--- config.mk ---
export PLATFORM = sky130hd
export DESIGN_NAME = nav_sequencer
export DESIGN_NICKNAME = d
export VERILOG_FILES = /design/src/rtl/nav_pkg.sv /design/src/rtl/sync_edge.sv /design/src/rtl/nav_sequencer.sv
export SDC_FILE = /design/constraint.sdc
export NUM_CORES = 1
export LEC_CHECK = 0
export ABC_CLOCK_PERIOD_IN_PS = 2220
export CAP_MARGIN = 20
export CORE_ASPECT_RATIO = 1.1
export CORE_MARGIN = 1.5
export CORE_UTILIZATION = 60
export CTS_BUF_LIST = sky130_fd_sc_hd__clkbuf_4 sky130_fd_sc_hd__clkbuf_8
export DETAILED_ROUTE_END_ITERATION = 8
export PLACE_DENSITY_LB_ADDON = 0.05
export SETUP_SLACK_MARGIN = 0.5
export SYNTH_ARGS = -nofsm -noshare
export SYNTH_HDL_FRONTEND = slang
export SYNTH_SLANG_ARGS = --single-unit
export TNS_END_PERCENT = 30
--- constraint.sdc ---
create_clock -name clk -period 2.22 [get_ports clk]
set_input_delay 0.333 -clock clk [delete_from_list [all_inputs] [get_ports clk]]
set_output_delay 0.333 -clock clk [all_outputs]
set_load 0.1 [all_outputs]
--- src/rtl/nav_pkg.sv ---
// Shared codes for the navigation path: tone-detector direction codes,
// motor drive commands and the sequencer state encoding.
package nav_pkg;

    localparam logic [2:0] DIR_STRAIGHT = 3'b000;
    localparam logic [2:0] DIR_LEFT     = 3'b001;
    localparam logic [2:0] DIR_RIGHT    = 3'b010;
    localparam logic [2:0] DIR_BACK     = 3'b011;
    localparam logic [2:0] DIR_STOP     = 3'b100;
    localparam logic [2:0] DIR_FINISH   = 3'b111;

    localparam logic [2:0] MOT_HALT   = 3'b000;
    localparam logic [2:0] MOT_FWD    = 3'b001;
    localparam logic [2:0] MOT_TURN_L = 3'b010;
    localparam logic [2:0] MOT_TURN_R = 3'b011;
    localparam logic [2:0] MOT_SPIN   = 3'b100;

    typedef enum logic [2:0] {
        ST_IDLE  = 3'd0,
        ST_ARMED = 3'd1,
        ST_TURN  = 3'd2,
        ST_EXIT  = 3'd3,
        ST_DONE  = 3'd4,
        ST_ERROR = 3'd5
    } navState_t;

    // The two unassigned codes 101 and 110 behave exactly like STOP.
    function automatic logic isStopCode(input logic [2:0] code);
        return (code == DIR_STOP) || (code == 3'b101) || (code == 3'b110);
    endfunction

    function automatic logic isMoveCode(input logic [2:0] code);
        return (code[2] == 1'b0);
    endfunction

    function automatic logic [2:0] turnCmdFor(input logic [2:0] dir);
        logic [2:0] cmd;
        cmd = MOT_FWD;
        case (dir)
            DIR_LEFT:  cmd = MOT_TURN_L;
            DIR_RIGHT: cmd = MOT_TURN_R;
            DIR_BACK:  cmd = MOT_SPIN;
            default:   cmd = MOT_FWD;
        endcase
        return cmd;
    endfunction

endpackage

--- src/rtl/sync_edge.sv ---
// Two-flop synchronizer for an asynchronous flag, plus a rising-edge pulse
// taken from the synchronized level.
module sync_edge (
    input  logic clk,
    input  logic rst,
    input  logic din,
    output logic level,
    output logic rise
);

    logic meta;
    logic syncQ;
    logic syncDly;

    always_ff @(posedge clk or negedge rst) begin
        if (!rst) begin
            meta    <= 1'b0;
            syncQ   <= 1'b0;
            syncDly <= 1'b0;
        end else begin
            meta    <= din;
            syncQ   <= meta;
            syncDly <= syncQ;
        end
    end

    assign level = syncQ;
    assign rise  = syncQ & ~syncDly;

endmodule

--- src/rtl/nav_sequencer.sv ---
// Junction-driven navigation sequencer: latches a tone direction, waits for
// the next junction, performs the turn for a fixed time, then resumes forward.
module nav_sequencer
    import nav_pkg::*;
#(
    parameter int unsigned TURN_CYCLES     = 50_000_000,
    parameter int unsigned SPIN_CYCLES     = 100_000_000,
    parameter int unsigned STRAIGHT_CYCLES = 25_000_000,
    parameter int unsigned TIMEOUT_CYCLES  = 250_000_000
) (
    input  logic       clk,
    input  logic       rst,
    input  logic [2:0] tdDir,
    input  logic       junction,
    output logic [2:0] motorCmd,
    output logic       cmdAck,
    output logic       busy,
    output logic       finished,
    output logic       timeoutErr
);

    localparam logic [31:0] TIMEOUT_LAST = 32'(TIMEOUT_CYCLES) - 32'd1;

    navState_t   state;
    navState_t   nextState;
    logic [2:0]  dirReg;
    logic [2:0]  dirNext;
    logic [31:0] count;
    logic [31:0] turnLast;
    logic        ackNext;
    logic [2:0]  motorNext;
    logic        junctionLevel;
    logic        junctionRise;

    sync_edge junctionSync (
        .clk   (clk),
        .rst   (rst),
        .din   (junction),
        .level (junctionLevel),
        .rise  (junctionRise)
    );

    always_comb begin
        turnLast = 32'(STRAIGHT_CYCLES) - 32'd1;
        case (dirReg)
            DIR_LEFT, DIR_RIGHT: turnLast = 32'(TURN_CYCLES) - 32'd1;
            DIR_BACK:            turnLast = 32'(SPIN_CYCLES) - 32'd1;
            default:             turnLast = 32'(STRAIGHT_CYCLES) - 32'd1;
        endcase
    end

    // Junction events outrank the timeout when both land in the same cycle.
    always_comb begin
        nextState = state;
        dirNext   = dirReg;
        ackNext   = 1'b0;
        case (state)
            ST_IDLE: begin
                if (isMoveCode(tdDir)) begin
                    dirNext   = tdDir;
                    ackNext   = 1'b1;
                    nextState = ST_ARMED;
                end else if (tdDir == DIR_FINISH) begin
                    nextState = ST_DONE;
                end
            end
            ST_ARMED: begin
                if (junctionRise) begin
                    nextState = ST_TURN;
                end else if (count == TIMEOUT_LAST) begin
                    nextState = ST_ERROR;
                end
            end
            ST_TURN: begin
                if (count == turnLast) begin
                    nextState = ST_EXIT;
                end
            end
            ST_EXIT: begin
                if (!junctionLevel && isStopCode(tdDir)) begin
                    nextState = ST_IDLE;
                end
            end
            ST_DONE: begin
                nextState = ST_DONE;
            end
            ST_ERROR: begin
                if (isStopCode(tdDir)) begin
                    nextState = ST_IDLE;
                end
            end
            default: begin
                nextState = ST_IDLE;
            end
        endcase
    end

    always_comb begin
        motorNext = MOT_FWD;
        case (nextState)
            ST_TURN:            motorNext = turnCmdFor(dirNext);
            ST_DONE, ST_ERROR:  motorNext = MOT_HALT;
            default:            motorNext = MOT_FWD;
        endcase
    end

    always_ff @(posedge clk or negedge rst) begin
        if (!rst) begin
            state  <= ST_IDLE;
            dirReg <= DIR_STRAIGHT;
        end else begin
            state  <= nextState;
            dirReg <= dirNext;
        end
    end

    // Cleared on every state change and saturating, so it can never wrap.
    always_ff @(posedge clk or negedge rst) begin
        if (!rst) begin
            count <= 32'd0;
        end else if (nextState != state) begin
            count <= 32'd0;
        end else if (count != '1) begin
            count <= count + 32'd1;
        end
    end

    always_ff @(posedge clk or negedge rst) begin
        if (!rst) begin
            motorCmd   <= MOT_HALT;
            cmdAck     <= 1'b0;
            busy       <= 1'b0;
            finished   <= 1'b0;
            timeoutErr <= 1'b0;
        end else begin
            motorCmd   <= motorNext;
            cmdAck     <= ackNext;
            busy       <= (nextState == ST_ARMED) || (nextState == ST_TURN) ||
                          (nextState == ST_EXIT);
            finished   <= (nextState == ST_DONE);
            timeoutErr <= (nextState == ST_ERROR);
        end
    end

endmodule

Word level (Yosys, flattened, before mapping)
Cells that the tools add are included.
- $add $sub $neg: 1
- eq/ne operators: 24
- muxes and demuxes: 17
- bitwise gates (word level): 2
- reduce and logical (&&, ||, !) cells: 10
- operator list (operator ; count):
    $mux 32 ; 2
    $pmux 27 s2 ; 1
    $add 32x1->32 const B ; 1
    $eq 32x28->1 const B ; 1
    $eq 32x32->1 ; 1
    $ne 32x32->1 const B ; 1
    $mux 3 ; 9
    $eq 3x2->1 const B ; 8
    $eq 3x3->1 const B ; 8
    $pmux 3 s6 ; 1
    $eq 3x1->1 const B ; 4
    $pmux 3 s3 ; 1
    $pmux 3 s2 ; 1
    $logic_or 1x1->1 ; 4
    $reduce_or 2->1 ; 2
    $logic_not 3->1 ; 1
    $ne 3x3->1 ; 1
    $mux 1 ; 2
    $reduce_bool 2->1 ; 1
    $and 1x1->1 ; 1
    $logic_and 1x1->1 ; 1
    $logic_not 1->1 ; 1
    $not 1->1 ; 1
- bits in registers: 48
- input port bits: 6
- output and inout port bits: 7
- logic and storage cells: 65

Longest topological paths before layout
- depth after elaboration: 9
- gate-level depth with buffers: 8
- depth with buffers taken out: 7

Cells and area by module
Synthesis repeated with hierarchy kept, for this count alone.
- cell total of the unflattened synthesis: 306
- area, all modules: 2892.8 um2
- modules (own cells, without submodules) (module ; instances ; cells an instance ; area an instance (um2)):
    nav_sequencer ; 1 ; 302 ; 2803.9
    sync_edge ; 1 ; 4 ; 88.8

Worst setup path before layout
No wires, ideal clock.
- path kind: register to register
- start point: reg state[1]
- end point: reg motorCmd[1]
- library setup time: 0.086 ns
- arrival time: 1.890 ns
- required time: 2.134 ns
- path slack: 0.244 ns
- cell stages (with the launch flop): 8
- buffers on the path: 0
- path through: dfrtp_1 -> or2_4 -> or3_4 -> clkinv_4 -> mux2i_1 -> xnor2_1 -> or3_1 -> nor3_1
- longest elaborated chain between the ends: 6
- RTL lines (item ; line ; text):
    start, declared ; nav_sequencer.sv:24 ; navState_t state;
    start signal, assigned ; nav_sequencer.sv:112 ; state <= nextState;
    $mux 3 (on tied branches) ; nav_sequencer.sv:70, nav_sequencer.sv:63 ;
    $mux 3 (on tied branches) ; nav_sequencer.sv:68, nav_sequencer.sv:59 ;
    $pmux 3 s6 ; nav_sequencer.sv:57 ; case (state)
    $eq 3x3->1 ; nav_sequencer.sv:100 ; case (nextState)
    $reduce_or 2->1 ; nav_sequencer.sv:100 ;
    $pmux 3 s2 (*) ; nav_sequencer.sv:100 ;
    net motorNext[1] ; nav_sequencer.sv:31 ; logic [2:0] motorNext;
    end signal, assigned ; nav_sequencer.sv:136 ; motorCmd <= motorNext;
    end, declared ; nav_sequencer.sv:15 ; output logic [2:0] motorCmd,
Mark *: on every way through the listed nets, which the timed path passes. The rest lies on a longest branch.
A chain may end at the register's enable or synchronous reset.

Worst setup path after layout
- start point: reg count[8]
- end point: reg count[11]
- longest elaborated chain between the ends: 6
- RTL lines (item ; line ; text):
    start, declared ; nav_sequencer.sv:28 ; logic [31:0] count;
    start signal, assigned ; nav_sequencer.sv:124 ; count <= count + 32'd1;
    $eq 32x28->1 ; nav_sequencer.sv:70 ; end else if (count == TIMEOUT_LAST) begin
    $mux 3 ; nav_sequencer.sv:70 ;
    $mux 3 ; nav_sequencer.sv:68 ; if (junctionRise) begin
    $pmux 3 s6 ; nav_sequencer.sv:57 ;
    $ne 3x3->1 ; nav_sequencer.sv:121 ; end else if (nextState != state) begin
    $mux 32 or $reduce_bool 2->1 (tied branches) ; -- ;
Several ways; a longest one is shown, not always the timed one. The select of a mux whose other input is x is not followed.

==> results.sh <==
export IMPL_status="completed"
export IMPL_report_final_slew_viol_count=0
export IMPL_rsz0062_at_grt="true"
export IMPL_start_kind="register"
export IMPL_vias=2759
export IMPL_ys_flop_type="dfrtp_1"
export IMPL_cts_buffers=5
export IMPL_cell_internal_pwr_mw=1.79
export IMPL_ir_drop_mv=0.948
export IMPL_core_area_um2=4620
export IMPL_hold_class="input pin to asynchronous set/reset pin"
export IMPL_p_comb_frac=0.443
export IMPL_htreeDepth=2
export IMPL_crit_chain="or4_4 > nor4_4 > nand4_1 > nand4b_1 > buf_6 > clkbuf_16 > a211oi_1"
export IMPL_finalSetupViolCount=0
export IMPL_syn_inst=307
export IMPL_drc_errors=0
export IMPL_place_congestion=0.920
export IMPL_layout_setup_ws_ns=0.0649
export IMPL_max_cap_violations=0
export IMPL_synthTopCellsByCount="dfrtp_1, nand2_1, nor3_1"
export IMPL_cts_clk_slew_worst_paths_ns=0.09
export IMPL_ys_types=59
export IMPL_p_sw_frac=0.401
export IMPL_synth_edf_count=0
export IMPL_wl_per_cell_um=19.0
export IMPL_ys_ff_latch=48
export IMPL_netlist_area_leader_share=0.418
export IMPL_area_delta_synth_final_pct=25.5
export IMPL_worstSetupPathType="register to register"
export IMPL_cts_tree="done"
export IMPL_maxUsedRoutingLayer="met4"
export IMPL_avgViaCountPerCell=6.68
export IMPL_fin_cells=413
export IMPL_skew_ns=0.0154
export IMPL_die_area_um2=5210
export IMPL_postPlaceCellArea_um2=3350
export IMPL_die_height_um=75.6
export IMPL_clkSinkCount=48
export IMPL_async_flop_share=1.00
export IMPL_cts_buffer_depth=2
export IMPL_p_per_area_nw_per_um2=827
export IMPL_critPathCaptureType="register"
export IMPL_synth_avg_cell_area_um2=9.36
export IMPL_insertion_delay_ns=0.30
export IMPL_antenna_found_initial=0
export IMPL_synth_area_um2=2870
export IMPL_port_buffers=12
export IMPL_nNetsFinal=363
export IMPL_placed_cells=399
export IMPL_hpwl_mm=5.40
export IMPL_grt_pass1_wl_mm=12.1
export IMPL_firstDrtPassIters=4
export IMPL_final_cell_area_um2=3610
export IMPL_maxSlewHeadroom=0.468
export IMPL_synth_warnings=0
export IMPL_clockPowerShare=0.183
export IMPL_sequentialPowerShare=0.374
export IMPL_slowest_delay_ns=0.54
export IMPL_drt_wl_total_mm=7.85
export IMPL_dp_worst_setup_slack_ns=0.00966
export IMPL_wl_met3_um=395
export IMPL_globalRouteTotalUtil=0.315
export IMPL_cpMaxStageDelayCell="or4_4"
export IMPL_boundaryPins=13
export IMPL_hold_viol_final=0
export IMPL_critPathMaxFanout=8
export IMPL_dieWidth_um=69.0
export IMPL_synth_top_cell_by_area="dfrtp_1"
export IMPL_first_iter_violations=254
export IMPL_final_fill_count=313
export IMPL_grt_max_degree=26
export IMPL_crit_family="simple AND/OR/NAND/NOR gates"
export IMPL_first_global_vias=2560
export IMPL_period_share=0.971
export IMPL_power_leakage_nw=1.47
export IMPL_worstPathArrival_ns=2.34
export IMPL_max_freq_mhz=464
export IMPL_switchingPower_mw=1.20
export IMPL_cts_root_buf="clkbuf_8"
export IMPL_drive_above_1_share=0.275
export IMPL_required_ns=2.41
export IMPL_whs_ns=0.0303
export IMPL_worst_slew_pin_slew_ns=0.788
export IMPL_antennaDiodeCount=0
export IMPL_synth_most_common_cell="dfrtp_1"
export IMPL_rows=26
export IMPL_route_layer_met1_wl_mm=3.27
export IMPL_detail_route_antenna_nets=0
export IMPL_initial_core_util=0.622
export IMPL_synth_nets=314
export IMPL_grt_ovfl_total=0
export IMPL_critPathBufInv=2
export IMPL_finalPower_mw=2.98
export IMPL_synthTopCellsByArea="dfrtp_1, nand2_1, nand4_1"
export IMPL_met2_length_mm=3.83
export IMPL_seq_area_frac_synth=0.418
export IMPL_fin_crit_ns=2.16
==> stage by stage <==
step	utilization	TNS [ns]
6_report	0.781	0
5_1_grt	0.781	-0.0106
4_1_cts	0.757	0
3_5_place_dp	0.725	0
3_3_place_gp	0.725	0
2_1_floorplan	-	0
==> power by group through the flow <==
stage | sequential, mW | clock (mW) | combinational [mW]
CTS | 1.11 | 0.545 | 1.19
floorplan | 1.40 | 0 | 0.525
global placement | 1.12 | 0 | 1.09
finish | 1.11 | 0.546 | 1.32
detailed placement | 1.13 | 0 | 1.11
global route | 1.13 | 0.583 | 1.40
==> worst register-to-register path, cell delays in order, from the launching register on <==
cell       delay, ns
dfrtp_1         0.39
or4_4           0.54
nor4_4          0.35
nand4_1         0.19
nand4b_1        0.20
buf_6           0.15
clkbuf_16       0.16
a211oi_1        0.05
==> cells by family (layout without fill, tap and decap cells) <==
| logic type | after synthesis | after routing | synth area share |
|---|---|---|---|
| multiplexers | 4 | 4 | 0.0139 |
| XOR/XNOR | 10 | 10 | 0.0305 |
| AO/OA/AOI/OAI | 59 | 59 | 0.144 |
| adder cells (fa/ha/maj) | 1 | 1 | 0.00435 |
| buffers and inverters | 20 | 70 | 0.0335 |
| AND/OR/NAND/NOR | 165 | 165 | 0.355 |
| flip-flops | 48 | 48 | 0.418 |
==> layout make-up <==
cell class | count | area [µm²] | share of cell area
clock inverters | 2 | 10.0 | 0.00278
inverters | 6 | 27.5 | 0.00763
clock buffers | 6 | 82.6 | 0.0229
multi-input cells | 239 | 1680 | 0.467
repair buffers | 56 | 532 | 0.147
well taps | 56 | 70.1 | 0.0194
flip-flops and latches | 48 | 1200 | 0.333
==> what timing repair did <==
action                                  CTS  global route
pin swaps                                 3             6
hold buffers                              0             0
gates cloned                              1             2
resized for setup                         3            11
hold endpoints to repair                  0             0
buffers inserted                          2             1
endpoints found under the setup margin   39            39
==> sequential cells by signal, summed over array words and instances, names as in the netlist <==
signal	cells
count	32
finished	1
dirReg	3
junctionSync.meta	1
cmdAck	1
state	3
timeoutErr	1
junctionSync.level	1
busy	1
motorCmd	3
junctionSync.syncDly	1
==> cell usage in the layout, fill, tap and decap left out, types with 3 or more instances in the layout <==
master / instances
a211oi_1: 9
a211oi_2: 4
a21oi_1: 8
a31oi_1: 3
and2_1: 5
and3_1: 4
and4_1: 5
buf_12: 3
buf_4: 42
buf_6: 3
clkbuf_8: 6
clkdlybuf4s50_1: 4
dfrtp_1: 48
inv_1: 5
nand2_1: 31
nand3_1: 10
nand3b_1: 5
nand4_1: 17
nand4b_1: 4
nor2_1: 14
nor3_1: 10
nor3_2: 8
nor4_1: 11
nor4_4: 3
nor4bb_1: 3
o21ai_0: 9
o311ai_0: 3
o31ai_1: 6
or2_2: 3
or3_1: 9
or4_1: 4
xnor2_1: 3
xor2_1: 7
==> path summary, 6_finish.rpt <==
path,start,endpoint,slack [ns],depth (start not counted)
worst max-delay path,count[8],count[11],0.06,7
worst min-delay path,rst,count[2],0.03,1
worst max register to register,count[8],count[11],0.06,7
worst min register to register,junctionSync.meta,junctionSync.level,0.35,0
max in group asynchronous,rst,count[20],1.63,2
min in group clk,junctionSync.meta,junctionSync.level,0.35,0
==> routing by layer <==
metal,GRT usage,vias up
met3,0.0428,34
met4,0.139,0
met5,0,-
met2,0.557,104
li1,-,1283
met1,0.381,1338
Note: power is estimated with default switching activity, not from simulation.
